$ cat src/rtl/mult_arbiter.sv
// Round-robin front end sharing one sequential signed multiplier between two
// requesters; returns each product tagged with its requester, or a timeout error.
module mult_arbiter #(
   parameter int WIDTH     = 9,
   parameter int RES_WIDTH = 17,
   parameter int TIMEOUT   = 40
) (
   input  logic                 clock,
   input  logic                 reset,
   input  logic                 req0,
   input  logic [WIDTH-1:0]     a0,
   input  logic [WIDTH-1:0]     b0,
   output logic                 gnt0,
   input  logic                 req1,
   input  logic [WIDTH-1:0]     a1,
   input  logic [WIDTH-1:0]     b1,
   output logic                 gnt1,
   output logic                 mul_start,
   output logic [WIDTH-1:0]     mul_a,
   output logic [WIDTH-1:0]     mul_b,
   input  logic                 mul_done,
   input  logic [RES_WIDTH-1:0] mul_res,
   output logic [RES_WIDTH-1:0] res_out,
   output logic                 res_valid,
   output logic                 res_id,
   output logic                 res_err,
   output logic                 busy
);

   localparam int TW = $clog2(TIMEOUT + 1);
   localparam logic [TW-1:0] TIMER_MAX  = TW'(TIMEOUT);
   localparam logic [TW-1:0] TIMER_LAST = TW'(TIMEOUT - 1);

   typedef enum logic [1:0] {
      IDLE = 2'd0,
      WAIT = 2'd1,
      RESP = 2'd2
   } state_t;

   state_t                 state_q, state_d;
   logic [TW-1:0]          timer_q, timer_d;
   logic                   last_q, last_d;
   logic                   id_q, id_d;
   logic                   gnt0_q, gnt0_d;
   logic                   gnt1_q, gnt1_d;
   logic                   start_q, start_d;
   logic [WIDTH-1:0]       mulA_q, mulA_d;
   logic [WIDTH-1:0]       mulB_q, mulB_d;
   logic [RES_WIDTH-1:0]   resOut_q, resOut_d;
   logic                   resValid_q, resValid_d;
   logic                   resId_q, resId_d;
   logic                   resErr_q, resErr_d;
   logic                   busy_q, busy_d;
   logic                   winner;

   // last resets to 1 so requester 0 wins the first tie.
   always_ff @(posedge clock) begin
      if (reset) begin
         state_q    <= IDLE;
         timer_q    <= '0;
         last_q     <= 1'b1;
         id_q       <= 1'b0;
         gnt0_q     <= 1'b0;
         gnt1_q     <= 1'b0;
         start_q    <= 1'b0;
         mulA_q     <= '0;
         mulB_q     <= '0;
         resOut_q   <= '0;
         resValid_q <= 1'b0;
         resId_q    <= 1'b0;
         resErr_q   <= 1'b0;
         busy_q     <= 1'b0;
      end else begin
         state_q    <= state_d;
         timer_q    <= timer_d;
         last_q     <= last_d;
         id_q       <= id_d;
         gnt0_q     <= gnt0_d;
         gnt1_q     <= gnt1_d;
         start_q    <= start_d;
         mulA_q     <= mulA_d;
         mulB_q     <= mulB_d;
         resOut_q   <= resOut_d;
         resValid_q <= resValid_d;
         resId_q    <= resId_d;
         resErr_q   <= resErr_d;
         busy_q     <= busy_d;
      end
   end

   always_comb begin
      state_d    = state_q;
      timer_d    = timer_q;
      last_d     = last_q;
      id_d       = id_q;
      gnt0_d     = 1'b0;
      gnt1_d     = 1'b0;
      start_d    = 1'b0;
      mulA_d     = mulA_q;
      mulB_d     = mulB_q;
      resOut_d   = resOut_q;
      resValid_d = 1'b0;
      resId_d    = resId_q;
      resErr_d   = resErr_q;
      winner     = 1'b0;

      case (state_q)
         IDLE: begin
            if (req0 | req1) begin
               winner  = (req0 & req1) ? ~last_q : req1;
               mulA_d  = winner ? a1 : a0;
               mulB_d  = winner ? b1 : b0;
               id_d    = winner;
               gnt0_d  = ~winner;
               gnt1_d  = winner;
               start_d = 1'b1;
               timer_d = '0;
               state_d = WAIT;
            end
         end

         // The timeout fires at the end of the TIMEOUT-th WAIT cycle; done wins a tie.
         WAIT: begin
            timer_d = (timer_q == TIMER_MAX) ? timer_q : timer_q + TW'(1);
            if (mul_done) begin
               resOut_d   = mul_res;
               resErr_d   = 1'b0;
               resValid_d = 1'b1;
               resId_d    = id_q;
               state_d    = RESP;
            end else if (timer_q >= TIMER_LAST) begin
               resOut_d   = '0;
               resErr_d   = 1'b1;
               resValid_d = 1'b1;
               resId_d    = id_q;
               state_d    = RESP;
            end
         end

         RESP: begin
            last_d  = id_q;
            state_d = IDLE;
         end

         default: begin
            state_d = IDLE;
         end
      endcase

      busy_d = (state_d != IDLE);
   end

   assign gnt0      = gnt0_q;
   assign gnt1      = gnt1_q;
   assign mul_start = start_q;
   assign mul_a     = mulA_q;
   assign mul_b     = mulB_q;
   assign res_out   = resOut_q;
   assign res_valid = resValid_q;
   assign res_id    = resId_q;
   assign res_err   = resErr_q;
   assign busy      = busy_q;

endmodule
$ cat config.mk
export PLATFORM = sky130hd
export DESIGN_NAME = mult_arbiter
export DESIGN_NICKNAME = d
export VERILOG_FILES = /design/src/rtl/mult_arbiter.sv
export SDC_FILE = /design/constraint.sdc
export NUM_CORES = 1
export LEC_CHECK = 0
export ABC_AREA = 1
export CORE_MARGIN = 2
export CORE_UTILIZATION = 43
export CTS_CLUSTER_DIAMETER = 80
export DETAILED_ROUTE_END_ITERATION = 6
export HOLD_SLACK_MARGIN = 0.1
export PLACE_DENSITY = 0.85
export REMOVE_ABC_BUFFERS = 1
export SYNTH_ARGS = -nofsm -noshare
export SYNTH_HDL_FRONTEND = slang
export SYNTH_SLANG_ARGS = --single-unit
$ cat constraint.sdc
create_clock -name clock -period 3.77 [get_ports clock]
set_input_delay 0.754 -clock clock [delete_from_list [all_inputs] [get_ports clock]]
set_output_delay 0.754 -clock clock [all_outputs]
set_load 0.05 [all_outputs]
==> results of run 1 <==
==> logic make-up after synthesis <==
family,after synthesis
AO/OA/AOI/OAI,31
adder cells (fa/ha/maj),2
buffers and inverters,27
flip-flops,52
AND/OR/NAND/NOR,158
==> per-layer routing <==
| metal | routed length (um) | vias up | GRT usage |
|---|---|---|---|
| met3 | 313 | 10 | 0.05972 |
| met2 | 2676 | 59 | 0.3505 |
| met4 | 112 | 0 | 0.08025 |
| met5 | 0 | - | 0 |
| li1 | - | 1054 | - |
| met1 | 2068 | 921 | 0.2455 |
==> sequential cells by signal (all words and copies together) (netlist names), 2 cells and up <==
register / count
mul_b: 9
res_out: 17
mul_a: 9
state_q: 2
timer_q: 6
==> metrics by stage <==
step	hold slack [ns]	power [uW]	cell area, um2
after detailed placement	0.4397	934.1	3037
after CTS	0.4559	1264	3134
after floorplan	0.4503	786.2	1958
after global placement	0.4356	930.2	3037
after global routing	0.4900	1304	3134
final	0.4532	1254	3134
==> final cells by class <==
| cell class | instances | area share |
|---|---|---|
| flip-flops and latches | 52 | 0.3321 |
| repair buffers | 102 | 0.3234 |
| multi-input cells | 191 | 0.2735 |
| clock buffers | 6 | 0.02635 |
| well taps | 52 | 0.02076 |
| inverters | 16 | 0.01916 |
| clock inverters | 2 | 0.004790 |
==> Yosys cell counts (all sizes together) <==
master,instances,area (um2)
a21boi,1,11.26
a21o,1,7.510
a21oi,24,120.1
buf,10,57.55
clkbuf,1,3.750
dfxtp,52,1041
ha,2,25.02
inv,16,60.05
nand2,111,416.7
nand3,27,135.1
nand3b,1,7.510
nand4,3,18.77
nor2,14,55.06
nor3,1,16.27
nor3b,1,12.51
o21ai,4,23.77
o21bai,1,7.510
==> report_power, final <==
part | total (uW) | switching (uW) | leakage (uW) | internal [uW]
combinational | 317 | 188 | 0.000769 | 129
sequential | 604 | 19.6 | 0.000426 | 585
clock | 332 | 184 | 0.0000434 | 149
==> worst max path at each step <==
stage | end | slack (ns) | cells after the start
after floorplan | id_q | 1.81 | 4
after global placement | mul_b[6] | 1.47 | 5
after detailed placement | mul_b[7] | 1.44 | 5
after CTS | mul_a[5] | 1.51 | 1
after global routing | mul_b[2] | 1.49 | 1
final | mul_a[5] | 1.52 | 1
==> results.yml, run 1 <==
setup_path:
  rrSetupSlack_ns: 1.99
  crit_buf_inv: 1
  rr_worst_depth: 8
  criticalPathCategory: "reg -> out"
  critPathTopFamily: "buffers and inverters"
  cp-startpoint: "mul_a[5]"
  r2r_end: "res_out[4]"
  slowest_stage: "clkdlybuf4s50_1"
  cp-end-kind: "output pin"
  arrival_ns: 1.49
  reg2reg_from: "timer_q[0]"
  required_ns: 3.02
  critPathLaunchType: "register"
  critical_path.cell_chain: "clkdlybuf4s50_1"
  worst_path_largest_cell_delay_ns: 0.82
  critical_path.max_fanout: 2
detailed_routing:
  drt-pass1-iter-count: 5
  ant_nets: 0
  via_per_inst: 4.855
  vias: 2044
  wl_um: 5171
  drt_first_iter_violations: 121
  drcViolationCount: 0
  post_drt_wl_per_cell_um: 12.28
sta:
  period_share: 0.5958
  tns_ns: 0
  slew_viol_final: 0
  period_needed_ns: 2.246
  setup_slack_ns: 1.524
  worst_pin_slew_ns: 0.6731
  relSlewSlack: 0.5498
  hold_violations: 0
  rsz0062_at_grt: "no"
  setup_viol: 0
  fmax_mhz: 445.2
  finClkSkew_ns: 0.003601
cts:
  clock_latency_ns: 0.30
  numCtsBuffers: 5
  post_cts_resized: 0
  cts_setup_buffers: 0
  clk_pin_slew_ns: 0.09
  cts_tree: "done"
  htreeDepth: 2
  ctsHoldBuffers: 0
  cts_root_buf: "clkbuf_8"
  clock-sinks: 52
  cts_buffer_depth: 2
power_and_ir_drop:
  leakage_uw: 0.001238
  vdd_drop_max_uv: 242.7
  p_per_area_nw_per_um2: 400.0
final_layout:
  nets: 428
  multi_input_area_um2: 857.1
  drive_gt1_frac: 0.04607
  layout_common_cells: "111 x nand2_1, 99 x clkdlybuf4s50_1, 52 x dfxtp_1"
  antenna_cells: 0
  mostFrequentLayoutCell: "nand2_1"
  layout-area-overhead-vs-synth_pct: 55.20
  instances_no_fill: 421
  register_area_um2: 1041
  fillerInstances: 350
  post-route-util: 0.7052
logic_synthesis:
  synthSimpleGateAreaFrac: 0.3278
  synth_cells: 270
  synth_top_family_by_area: "simple AND/OR/NAND/NOR gates"
  synth_cell_type_count: 23
  syn_area_um2: 2019
  synth_adder_area_share: 0.01239
  synthMuxAreaShare: 0
  synth_xor_area_frac: 0
  yosysSeqAreaShare: 0.5155
  syn_avg_cell_area_um2: 7.479
  synth-seq-cells: 52
  synth-compound-area-share: 0.08426
  ys_warn_count: 0
floorplan:
  core_um2: 4444
  dieArea_um2: 5261
  die_h_um: 72.53
  row_count: 24
  start_util: 0.4544
  die_w_um: 72.53
  io_pins: 100
worst_hold_path:
  holdCritPathClass: "reg -> reg"
  hp-start: "res_err"
  holdPathEnd: "res_err"
  hold_depth: 2
outcome:
  outcome: "completed"
place:
  dp_hpwl_um: 3886
  dp.cells: 413
  place.gp.congestion: 0.8302
  dp_slack_ns: 1.445
  io_buffers: 99
global_route:
  grt_first_pass_wirelength_um: 8583
  grt_usage: 0.2065
  grt.overflow.total: 0
  grt_max_degree: 30
  grt_pass1_vias: 1914
  antenna_found_initial: 0
run:
  max_cap_viol_count: 0
Note: power is estimated with default switching activity, not from simulation.
==> run 2: changes to the inputs <==
--- a/config.mk
+++ b/config.mk
@@ -7,11 +7,11 @@
 export LEC_CHECK = 0
 export ABC_AREA = 1
 export CORE_MARGIN = 2
-export CORE_UTILIZATION = 43
+export CORE_UTILIZATION = 36
 export CTS_CLUSTER_DIAMETER = 80
 export DETAILED_ROUTE_END_ITERATION = 6
 export HOLD_SLACK_MARGIN = 0.1
-export PLACE_DENSITY = 0.85
+export PLACE_DENSITY = 0.76
 export REMOVE_ABC_BUFFERS = 1
 export SYNTH_ARGS = -nofsm -noshare
 export SYNTH_HDL_FRONTEND = slang
==> constraint.sdc (replaced) <==
create_clock -name clock -period 2.04 [get_ports clock]
set_input_delay 0.408 -clock clock [delete_from_list [all_inputs] [get_ports clock]]
set_output_delay 0.408 -clock clock [all_outputs]
set_load 0.05 [all_outputs]
==> run 2 against run 1 <==
Effect of this change:
- register-to-register slack got worse by 1.4 ns
- die area increased by 18%
- via count decreased by 0.54%
- routed wire length increased by 2.4%
- worst setup slack got worse by 1.4 ns
- sequential power increased by 85%
- sequential share of layout area decreased by 0.42 points
- clock skew decreased by 0.00071 ns
- power increased by 84%
- first-iteration DRC count decreased by 20%
- sequential cell count unchanged
- core utilization decreased by 13 points
==> results.yml, run 2 (synthesized netlist as in run 1, its figures left out) <==
setup_path:
  cp-end-kind: "output pin"
  crit_buf_inv: 1
  rrSetupSlack_ns: 0.55
  critPathTopFamily: "buffers and inverters"
  critPathLaunchType: "register"
  worst_path_largest_cell_delay_ns: 0.82
  critical_path.max_fanout: 2
  critical_path.cell_chain: "clkdlybuf4s50_1"
  required_ns: 1.63
  rr_worst_depth: 9
  r2r_end: "res_out[2]"
  slowest_stage: "clkdlybuf4s50_1"
  criticalPathCategory: "reg -> out"
  arrival_ns: 1.47
  reg2reg_from: "timer_q[0]"
global_route:
  grt.overflow.total: 0
  grt_max_degree: 26
  antenna_found_initial: 0
  grt_first_pass_wirelength_um: 8852
  grt_pass1_vias: 1983
  grt_usage: 0.1754
final_layout:
  fillerInstances: 532
  antenna_cells: 0
  largest_reg_flops: 17
  mostFrequentLayoutCell: "nand2_1"
  layout_common_cells: "111 x nand2_1, 99 x clkdlybuf4s50_1, 52 x dfxtp_1"
  nets: 431
  layout-area-overhead-vs-synth_pct: 57.19
  drive_gt1_frac: 0.04839
floorplan:
  start_util: 0.3690
  die_h_um: 78.90
  dieArea_um2: 6224
  io_pins: 100
  die_w_um: 78.90
  row_count: 27
  core_um2: 5473
cts:
  numCtsBuffers: 5
  cts_buffer_depth: 2
  clk_pin_slew_ns: 0.09
  post_cts_resized: 0
  clock-sinks: 52
  cts_root_buf: "clkbuf_8"
  clock_latency_ns: 0.30
  cts_setup_buffers: 0
  cts_tree: "done"
  ctsHoldBuffers: 0
  htreeDepth: 2
outcome:
  outcome: "completed"
power_and_ir_drop:
  vdd_drop_max_uv: 341.6
  leakage_uw: 0.001255
  fin_total_pwr_uw: 2302
  p_per_area_nw_per_um2: 725.1
place:
  io_buffers: 99
  dp_hpwl_um: 3946
  dp_slack_ns: 0.09563
  place.gp.congestion: 0.8217
detailed_routing:
  via_per_inst: 4.579
  drt_first_iter_violations: 97
  ant_nets: 0
  wl_um: 5296
  drt-pass1-iter-count: 5
  vias: 2033
  drcViolationCount: 0
  post_drt_wl_per_cell_um: 11.93
worst_hold_path:
  holdPathEnd: "res_out[11]"
  hp-start: "res_out[11]"
  holdCritPathClass: "reg -> reg"
  hold_depth: 2
sta:
  period_share: 0.9195
  setup_slack_ns: 0.1643
  fmax_mhz: 533.1
  tns_ns: 0
  hold_violations: 0
  finClkSkew_ns: 0.002889
  worst_pin_slew_ns: 0.6950
  period_needed_ns: 1.876
  slew_viol_final: 0
  rsz0062_at_grt: "no"
  setup_viol: 0
  relSlewSlack: 0.5352
run:
  max_cap_viol_count: 0
run 2: changes by cell type in the layout (fill, tap and decap cells not counted), sizes merged:
cell	delta
clkbuf	+2
clkinvlp	-2
buf	+3
run 2: stage by stage:
stage / hold slack [ns] / instance area [um2] / utilization / std cells
2_1_floorplan: 0.4503 / 1958 / - / 259
6_report: 0.4644 / 3174 / 0.5800 / 444
5_1_grt: 0.4820 / 3174 / 0.5800 / 444
4_1_cts: 0.4649 / 3174 / 0.5800 / 444
3_5_place_dp: 0.4514 / 3084 / 0.5636 / 436
3_3_place_gp: 0.4375 / 3084 / 0.5636 / 436
run 2: routing by layer:
metal	vias up	wire length, um	GRT usage
li1	1060	-	-
met3	12	175	0.02386
met1	915	2279	0.2159
met2	46	2696	0.3000
met4	0	144	0.08966
met5	-	0	0
run 2: power breakdown:
part           internal, uW  switching, uW  total (uW)
combinational           243            350         593
clock                   277            315         593
sequential             1080           35.0        1120
total                  1600            701        2300
run 2: area by class of cell:
| class | count | area, um2 | share of cell area |
|---|---|---|---|
| Clock buffer | 8 | 90.09 | 0.02838 |
| Inverter | 16 | 60.06 | 0.01892 |
| Multi-Input combinational cell | 191 | 857.1 | 0.2700 |
| Sequential cell | 52 | 1041 | 0.3279 |
| Tap cell | 72 | 90.09 | 0.02838 |
| Timing Repair Buffer | 105 | 1036 | 0.3264 |
run 2: worst max-delay path by stage:
stage	start	endpoint	cells after the start
after floorplan	req1	id_q	4
after global placement	req1	mul_b[8]	5
after detailed placement	req1	mul_a[7]	5
after CTS	res_id	res_id	1
after global routing	mul_b[5]	mul_b[5]	1
final	res_id	res_id	1
run 2: tightest hold or removal path, stage by stage, from the launching register on:
cell     delay (ns)
dfxtp_1        0.32
nand2_1        0.06
a21oi_1        0.05
